$ cat src/rtl/sd_test_pkg.sv
// Shared definitions for the SD test datapath: sector size, checker state
// encoding and the byte pattern written by the write engine.
package sd_test_pkg;

  localparam int SD_BLOCK_BYTES = 512;
  localparam int CHK_CNT_W      = 10;

  typedef enum logic [1:0] {
    CHK_IDLE  = 2'd0,
    CHK_ARMED = 2'd1,
    CHK_CHECK = 2'd2,
    CHK_DONE  = 2'd3
  } chk_state_t;

  // Test pattern: byte at index i of a sector holds i mod 256.
  function automatic logic [7:0] sd_pattern_byte(input int idx);
    return 8'(idx % 256);
  endfunction

endpackage

$ cat src/rtl/sd_chk_timeout.sv
// Watchdog counter for the data checker: cleared on activity, counts idle
// cycles while enabled and flags the cycle on which the limit is reached.
module sd_chk_timeout #(
  parameter int TIMEOUT_CYC = 1048576,
  parameter int TO_W        = 21
) (
  input  logic SD_clk,
  input  logic rst,
  input  logic clr,
  input  logic en,
  output logic expire
);

  logic [TO_W-1:0] count;

  always_ff @(posedge SD_clk or posedge rst) begin
    if (rst) begin
      count <= '0;
    end else if (clr) begin
      count <= '0;
    end else if (en) begin
      count <= count + 1'b1;
    end
  end

  // Fires on the TIMEOUT_CYC-th consecutive idle cycle so the abort lands
  // exactly TIMEOUT_CYC cycles after the last activity.
  assign expire = en & ~clr & (count == TO_W'(TIMEOUT_CYC - 1));

endmodule

$ cat src/rtl/sd_data_check.sv
// Sector checker: compares the read engine's byte stream against the write
// test pattern and latches a verdict with error/underrun/overrun/timeout detail.
module sd_data_check
  import sd_test_pkg::*;
#(
  parameter int BLOCK_BYTES = SD_BLOCK_BYTES,
  parameter int TIMEOUT_CYC = 1048576,
  parameter int TO_W        = 21
) (
  input  logic             SD_clk,
  input  logic             rst,
  input  logic             start,
  input  logic [7:0]       mydata_i,
  input  logic             myvalid_i,
  input  logic             read_done_i,
  output logic             busy,
  output logic             done,
  output logic             pass,
  output logic [9:0]       err_cnt,
  output logic [9:0]       first_err_idx,
  output logic [7:0]       first_err_data,
  output logic [9:0]       byte_cnt,
  output logic             underrun,
  output logic             overrun,
  output logic             timeout,
  output chk_state_t       dbg_state
);

  // Handshake: a byte is transferred on every cycle myvalid_i is high (no
  // back-pressure); read_done_i is a single-cycle strobe that may coincide
  // with the final byte, which is then counted before the verdict is formed.

  chk_state_t state, state_nx;

  logic       active;
  logic       take;
  logic       room;
  logic       accept;
  logic       ovf;
  logic       mism;
  logic       finish;
  logic       to_clr;
  logic       to_expire;
  logic [9:0] byte_cnt_nx;
  logic [9:0] err_cnt_nx;
  logic       overrun_nx;
  logic       underrun_nx;

  assign active      = (state == CHK_ARMED) || (state == CHK_CHECK);
  assign take        = active & myvalid_i & ~start;
  assign room        = int'(byte_cnt) < BLOCK_BYTES;
  assign accept      = take & room;
  assign ovf         = take & ~room;
  assign mism        = accept & (mydata_i != sd_pattern_byte(int'(byte_cnt)));
  assign byte_cnt_nx = byte_cnt + 10'(accept);
  assign err_cnt_nx  = err_cnt + 10'(mism);
  assign overrun_nx  = overrun | ovf;
  assign underrun_nx = int'(byte_cnt_nx) < BLOCK_BYTES;
  assign finish      = active & ~start & (read_done_i | to_expire);
  assign to_clr      = start | (active & myvalid_i);

  sd_chk_timeout #(
    .TIMEOUT_CYC (TIMEOUT_CYC),
    .TO_W        (TO_W)
  ) u_timeout (
    .SD_clk (SD_clk),
    .rst    (rst),
    .clr    (to_clr),
    .en     (active),
    .expire (to_expire)
  );

  always_ff @(posedge SD_clk or posedge rst) begin
    if (rst) begin
      state <= CHK_IDLE;
    end else begin
      state <= state_nx;
    end
  end

  always_comb begin
    state_nx = state;
    if (start) begin
      state_nx = CHK_ARMED;
    end else begin
      case (state)
        CHK_IDLE:  state_nx = CHK_IDLE;
        CHK_ARMED: begin
          if (read_done_i || to_expire) state_nx = CHK_DONE;
          else if (myvalid_i)           state_nx = CHK_CHECK;
        end
        CHK_CHECK: begin
          if (read_done_i || to_expire) state_nx = CHK_DONE;
        end
        CHK_DONE:  state_nx = CHK_IDLE;
        default:   state_nx = CHK_IDLE;
      endcase
    end
  end

  always_ff @(posedge SD_clk or posedge rst) begin
    if (rst) begin
      byte_cnt       <= '0;
      err_cnt        <= '0;
      first_err_idx  <= '0;
      first_err_data <= '0;
      overrun        <= 1'b0;
      underrun       <= 1'b0;
      timeout        <= 1'b0;
      pass           <= 1'b0;
    end else if (start) begin
      byte_cnt       <= '0;
      err_cnt        <= '0;
      first_err_idx  <= '0;
      first_err_data <= '0;
      overrun        <= 1'b0;
      underrun       <= 1'b0;
      timeout        <= 1'b0;
      pass           <= 1'b0;
    end else if (active) begin
      byte_cnt <= byte_cnt_nx;
      err_cnt  <= err_cnt_nx;
      overrun  <= overrun_nx;
      if (mism && (err_cnt == '0)) begin
        first_err_idx  <= byte_cnt;
        first_err_data <= mydata_i;
      end
      // Verdict uses the post-update counts so a byte coinciding with
      // read_done_i is included.
      if (finish) begin
        timeout  <= to_expire;
        underrun <= underrun_nx;
        pass     <= (err_cnt_nx == '0) & ~underrun_nx & ~overrun_nx & ~to_expire;
      end
    end
  end

  assign busy      = active;
  assign done      = (state == CHK_DONE);
  assign dbg_state = state;

endmodule
$ cat config.mk
export PLATFORM = sky130hd
export DESIGN_NAME = sd_data_check
export DESIGN_NICKNAME = d
export VERILOG_FILES = /design/src/rtl/sd_test_pkg.sv /design/src/rtl/sd_chk_timeout.sv /design/src/rtl/sd_data_check.sv
export SDC_FILE = /design/constraint.sdc
export NUM_CORES = 1
export LEC_CHECK = 0
export ABC_AREA = 1
export CORE_MARGIN = 2
export CORE_UTILIZATION = 35
export DETAILED_ROUTE_END_ITERATION = 10
export PLACE_DENSITY = 0.68
export SKIP_CTS_REPAIR_TIMING = 1
export SYNTH_ARGS = -nofsm -noshare
export SYNTH_HDL_FRONTEND = slang
export SYNTH_SLANG_ARGS = --single-unit
$ cat constraint.sdc
create_clock -name SD_clk -period 2.66 [get_ports SD_clk]
set_input_delay 0.532 -clock SD_clk [delete_from_list [all_inputs] [get_ports SD_clk]]
set_output_delay 0.532 -clock SD_clk [all_outputs]
set_load 0.01 [all_outputs]
==> impl_metrics.env, run 1 <==
export IMPL_cts_num_sinks=65
export IMPL_power_density_nw_per_um2=646.7
export IMPL_synthToLayoutAreaGrowth_pct=31.84
export IMPL_syn_mean_instance_area_um2=8.027
export IMPL_avgRoutedWirePerCell_um=13.48
export IMPL_slew_headroom=0.7048
export IMPL_synth_nets=466
export IMPL_fill_cells=1005
export IMPL_io_buffer_count=58
export IMPL_multiInputGateArea_um2=1684
export IMPL_ioPinCount=59
export IMPL_drive_above_1_share=0.1506
export IMPL_grt_pass1_vias=3230
export IMPL_reg2reg_to="pass"
export IMPL_core_um2=9819
export IMPL_grt_first_pass_wirelength_um=15170
export IMPL_synth_simple_area_share=0.2960
export IMPL_maxCapViolCount=0
export IMPL_power_uw=3045
export IMPL_root_buffer="clkbuf_8"
export IMPL_fmax_mhz=385.8
export IMPL_worstSkewPairLatency_ns=0.35
export IMPL_synth_adder_area_share=0.02802
export IMPL_synth_xor_area_share=0.01961
export IMPL_crit_arrival_ns=2.87
export IMPL_cts_htree_levels=3
export IMPL_worst_hold_slack_ns=0.4988
export IMPL_leakage_uw=0.002137
export IMPL_postRouteAntennaNets=0
export IMPL_synthTopCellsByArea="dfrtp_1 46%, nand2_1 11%, inv_1 6.0%"
export IMPL_yosysUniqueCellTypes=34
export IMPL_drc=0
export IMPL_cp_required_ns=2.94
export IMPL_synth_seq_cells=65
export IMPL_grt_usage=0.1699
export IMPL_hold_violations=0
export IMPL_r2r_start="dbg_state[0]"
export IMPL_holdPathEnd="underrun"
export IMPL_use_met2=0.2778
export IMPL_gp_congestion=0.8429
export IMPL_viasPerCell=4.975
export IMPL_finalClockSkew_ns=0.01134
export IMPL_path_max_fanout=5
export IMPL_drt_iter0_markers=162
export IMPL_seq_area_frac_synth=0.4553
export IMPL_layout_cells_non_filler=671
export IMPL_start_util=0.3638
export IMPL_num_vias=3338
export IMPL_rows=36
export IMPL_fin_crit_sh=0.9744
export IMPL_fin_crit_ns=2.592
export IMPL_rsz0062_at_grt="yes"
export IMPL_finalWorstSetupSlack_ns=0.06804
export IMPL_ir_worst_vdd_v=0.0004447
export IMPL_wl_um=9045
export IMPL_fin_nets=554
export IMPL_overflow=0
export IMPL_hpwl_um=6535
export IMPL_num_antenna_cells=0
export IMPL_yosys_mux_area_fraction=0
export IMPL_clk_pin_slew_ns=0.08
export IMPL_dieArea_um2=11030
export IMPL_ff2ff_path_depth=18
export IMPL_grt_met3_usage=0.04367
export IMPL_seq_area_um2=1627
export IMPL_hold_path_class="flop to flop"
export IMPL_ys_warn_count=0
export IMPL_synth_top_family_by_area="simple AND/OR/NAND/NOR gates"
export IMPL_final_common_cell="nand2_1"
export IMPL_cts_made_buffers=9
export IMPL_cts_buffer_depth=2
export IMPL_min_path_cells=2
export IMPL_tightest_slew_ns=0.4427
export IMPL_yosysTopAreaCellShare=0.4553
export IMPL_top_usage_layer="met2"
export IMPL_cts_tree="yes"
export IMPL_setup_viol=0
export IMPL_grt_max_degree=66
export IMPL_dpl_worst_slack_ns=-0.2673
export IMPL_worstSetupPathType="input port to flop"
export IMPL_antenna_found_initial=0
export IMPL_syn_inst=445
export IMPL_synth_largest_area_cell="dfrtp_1"
export IMPL_first_pass_iters=4
export IMPL_report_final_slew_viol_count=0
export IMPL_r2r_slack_ns=0.18
export IMPL_most_common_layout_cells="103 x nand2_1, 65 x dfrtp_1, 57 x clkdlybuf4s50_1, 56 x inv_1, 39 x nor2_1"
export IMPL_syn_area_um2=3572
export IMPL_setup_worst_path_start_class="input port"
export IMPL_synth_compound_area_frac=0.1215
export IMPL_grtUsageMet1=0.2215
export IMPL_die_h_um=105.0
export IMPL_die_x_um=105.0
export IMPL_status="finished, final reports clean"
export IMPL_dpl_cell_count=655
export IMPL_crit_path_end_kind="flop"
export IMPL_worstHoldStart="underrun"
[per-layer routing]
layer,part of all wire,wire length (um),vias to the layer above
li1,-,-,1643
met1,0.46,4180,1580
met2,0.47,4286,109
met3,0.056,506,6
met4,0.0080,72,0
met5,0,0,-
[state kept, by name (all words and copies together) (netlist names), 2 cells and up]
| register | count |
|---|---|
| u_timeout.count | 21 |
| byte_cnt | 10 |
| err_cnt | 10 |
| first_err_idx | 10 |
| first_err_data | 8 |
| dbg_state | 2 |
[worst max path at each step]
stage / startpoint / to / slack [ns] / depth (start not counted)
2_1_floorplan: dbg_state[0] / pass / 0.02 / 19
3_3_place_gp: mydata_i[3] / pass / -0.24 / 18
3_5_place_dp: mydata_i[3] / pass / -0.27 / 16
4_1_cts: mydata_i[3] / pass / 0.09 / 16
5_1_grt: mydata_i[0] / pass / -0.03 / 17
6_report: mydata_i[3] / pass / 0.07 / 16
[stage by stage]
step,area [um^2],TNS (ns),util
floorplan,3577,0,-
global placement,4488,-0.5612,0.4571
detailed placement,4488,-0.8000,0.4571
CTS,4690,0,0.4776
global route,4710,-0.02941,0.4796
finish,4710,0,0.4796
[Yosys cell counts (all sizes together)]
cell	instances
o21bai	1
nor4	1
nand3	46
nor3	12
and3	1
o21ai	39
dfrtp	65
a31oi	1
xor2	8
and2	1
o22ai	7
nand2	104
ha	8
o211a	1
inv	60
nor3b	2
a21oi	23
nand4	12
o31ai	1
o21a	1
nor2	42
buf	9
[power breakdown]
| group | total (uW) | internal (uW) | switching (uW) |
|---|---|---|---|
| clock | 869 | 441 | 429 |
| combinational | 1060 | 444 | 614 |
| sequential | 1120 | 1060 | 54.5 |
| total | 3050 | 1950 | 1100 |
[kinds of logic after synthesis]
group | Yosys count
AO/OA/AOI/OAI | 74
XOR/XNOR | 8
adder cells (fa/ha/maj) | 8
buffers and inverters | 69
flip-flops | 65
AND/OR/NAND/NOR | 221
[worst max-delay path, stage by stage]
cell and delay [ns]:
clkdlybuf4s50_1 0.44, xor2_1 0.18, a21oi_1 0.13, nand4_1 0.19, and2_4 0.20, ha_1 0.19, buf_4 0.13, nand3_1 0.18
inv_1 0.12, nand2_1 0.07, nand2_1 0.07, nor2_1 0.10, nand4_1 0.10, nor2_1 0.10, nor2_1 0.05, nor2_1 0.08
[area by class of cell]
cell class | instances | area share
sequential | 65 | 0.3454
timing repair buffer | 86 | 0.1711
clock inverter | 7 | 0.01647
inverter | 60 | 0.04782
tap | 133 | 0.03533
multi-input combinational | 311 | 0.3576
clock buffer | 9 | 0.02630
No activity file was read; power rests on OpenSTA's default activity.
==> run 2, diff against run 1 <==
--- a/config.mk
+++ b/config.mk
@@ -11,6 +11,7 @@
 export DETAILED_ROUTE_END_ITERATION = 10
 export PLACE_DENSITY = 0.68
 export SKIP_CTS_REPAIR_TIMING = 1
+export SLEW_MARGIN = 20
 export SYNTH_ARGS = -nofsm -noshare
 export SYNTH_HDL_FRONTEND = slang
 export SYNTH_SLANG_ARGS = --single-unit
==> results of run 2 <==
No change in the layout: final DEF, timing and power equal those of run 1.
==> run 3, diff against run 2 <==
--- a/config.mk
+++ b/config.mk
@@ -7,11 +7,12 @@
 export LEC_CHECK = 0
 export ABC_AREA = 1
 export CORE_MARGIN = 2
-export CORE_UTILIZATION = 35
+export CORE_UTILIZATION = 48
 export DETAILED_ROUTE_END_ITERATION = 10
-export PLACE_DENSITY = 0.68
+export PLACE_DENSITY = 0.86
 export SKIP_CTS_REPAIR_TIMING = 1
 export SLEW_MARGIN = 20
 export SYNTH_ARGS = -nofsm -noshare
 export SYNTH_HDL_FRONTEND = slang
 export SYNTH_SLANG_ARGS = --single-unit
+export TNS_END_PERCENT = 10
==> run 3 against run 2 <==
- clock power is 11% higher
- maximum frequency is 3.1% higher
- worst setup slack better by 0.077 ns
- sequential share of layout area is 0.15 points higher
- first-iteration DRC count is 40% higher
- via count hardly changed
- sequential cell count stayed put
- global-route usage is 5.6 points higher
- utilization is 17 points higher
- clock skew is 0.0049 ns higher
- non-clock buffer count is 5 lower
==> impl_metrics.env, run 3 (synthesis gave the netlist of run 1 again) <==
export IMPL_status="finished, final reports clean"
export IMPL_grt_max_degree=52
export IMPL_ff2ff_path_depth=18
export IMPL_rsz0062_at_grt="yes"
export IMPL_largest_register_ffs=21
export IMPL_power_uw=3135
export IMPL_fin_nets=549
export IMPL_cts_tree="yes"
export IMPL_grt_first_pass_wirelength_um=14880
export IMPL_grt_pass1_vias=3291
export IMPL_worstSetupPathType="flop to flop"
export IMPL_root_buffer="clkbuf_8"
export IMPL_reg2reg_to="pass"
export IMPL_first_pass_iters=4
export IMPL_grt_usage=0.2254
export IMPL_synthToLayoutAreaGrowth_pct=31.49
export IMPL_most_common_layout_cells="103 x nand2_1, 63 x dfrtp_1, 56 x inv_1, 51 x clkdlybuf4s50_1, 37 x nor2_1"
export IMPL_cts_htree_levels=3
export IMPL_placed_area_um2=4385
export IMPL_top_register="u_timeout.count"
export IMPL_maxCapViolCount=0
export IMPL_antenna_found_initial=0
export IMPL_path_max_fanout=4
export IMPL_clk_pin_slew_ns=0.09
export IMPL_core_um2=7214
export IMPL_overflow=0
export IMPL_avgRoutedWirePerCell_um=14.10
export IMPL_ir_worst_vdd_v=0.0004104
export IMPL_postRouteAntennaNets=0
export IMPL_crit_path_end_kind="flop"
export IMPL_drc=0
export IMPL_start_util=0.4951
export IMPL_drive_above_1_share=0.1520
export IMPL_dpl_cell_count=613
export IMPL_fmax_mhz=397.6
export IMPL_die_x_um=90.27
export IMPL_layout_cells_non_filler=632
export IMPL_cts_made_buffers=9
export IMPL_fin_crit_ns=2.515
export IMPL_dieArea_um2=8148
export IMPL_gp_congestion=0.8587
export IMPL_fin_crit_sh=0.9455
export IMPL_hold_path_class="input port to asynchronous set/reset pin"
export IMPL_rows=31
export IMPL_final_area_um2=4697
export IMPL_worstSkewPairLatency_ns=0.35
export IMPL_wl_um=8909
export IMPL_setup_worst_path_start_class="flop"
export IMPL_num_antenna_cells=0
export IMPL_io_buffer_count=58
export IMPL_cp_required_ns=2.94
export IMPL_r2r_slack_ns=0.14
export IMPL_crit_arrival_ns=2.79
export IMPL_finalClockSkew_ns=0.01629
export IMPL_viasPerCell=5.283
export IMPL_hpwl_um=6544
export IMPL_die_h_um=90.27
export IMPL_cts_num_sinks=65
export IMPL_final_common_cell="nand2_1"
export IMPL_drt_iter0_markers=226
export IMPL_ioPinCount=59
export IMPL_setup_viol=0
export IMPL_power_density_nw_per_um2=667.5
export IMPL_tightest_slew_ns=0.4293
export IMPL_r2r_start="dbg_state[0]"
export IMPL_fin_util=0.6511
export IMPL_report_final_slew_viol_count=0
export IMPL_hold_violations=0
export IMPL_num_vias=3339
export IMPL_cts_buffer_depth=2
export IMPL_leakage_uw=0.002176
export IMPL_slew_headroom=0.7137
run 3: final cells by class:
| cell class | count | area [um^2] |
|---|---|---|
| clock buffer | 9 | 123.9 |
| clock inverter | 7 | 100.1 |
| fill | 590 | 2517 |
| inverter | 60 | 225.2 |
| multi-input combinational | 311 | 1712 |
| sequential | 65 | 1629 |
| tap | 99 | 123.9 |
| timing repair buffer | 81 | 783.3 |
run 3: worst max-delay path by stage:
stage                 startpoint   end  cells after the start
finish              dbg_state[0]  pass                     18
detailed placement   mydata_i[5]  pass                     18
global placement     mydata_i[7]  pass                     18
CTS                  mydata_i[5]  pass                     18
global route        dbg_state[0]  pass                     18
floorplan           dbg_state[0]  pass                     19
run 3: routing by layer:
| layer | global-route usage | share of wire | vias up | routed length, um |
|---|---|---|---|---|
| met5 | 0 | 0 | - | 0 |
| met3 | 0.03756 | 0.047 | 15 | 417 |
| met1 | 0.2806 | 0.43 | 1599 | 3844 |
| met4 | 0.1051 | 0.021 | 0 | 191 |
| li1 | - | - | 1631 | - |
| met2 | 0.3841 | 0.50 | 94 | 4456 |
run 3: where the power goes:
group | internal (uW) | leakage (uW) | switching (uW)
clock network | 538 | 0.000115 | 429
registers | 1070 | 0.000896 | 64.4
logic | 440 | 0.00117 | 598
total | 2040 | 0.00218 | 1090
run 3: critical path: stages, from the launching register on:
cell and delay [ns]:
dfrtp_1 0.38, inv_1 0.06, ha_2 0.29, nor2_4 0.11
inv_2 0.06, nor3_4 0.19, and2_4 0.19, ha_4 0.14
ha_4 0.13, nand2_2 0.08, nor2_4 0.13, nand2_1 0.07
nand2_1 0.06, nand2_1 0.07, nor2_2 0.13, nand4_1 0.11
nor2_1 0.12, nor2_1 0.04, nor2_1 0.10
run 3: stage by stage:
stage	setup TNS (ns)	hold slack, ns	worst slack [ns]
after global placement	-0.2647	0.4712	-0.2007
after CTS	0	0.4526	0.07256
after global routing	-0.05494	0.4603	-0.05494
after detailed placement	-0.5807	0.4796	-0.2611
after floorplan	0	0.4547	0.01541
final	0	0.4501	0.1450
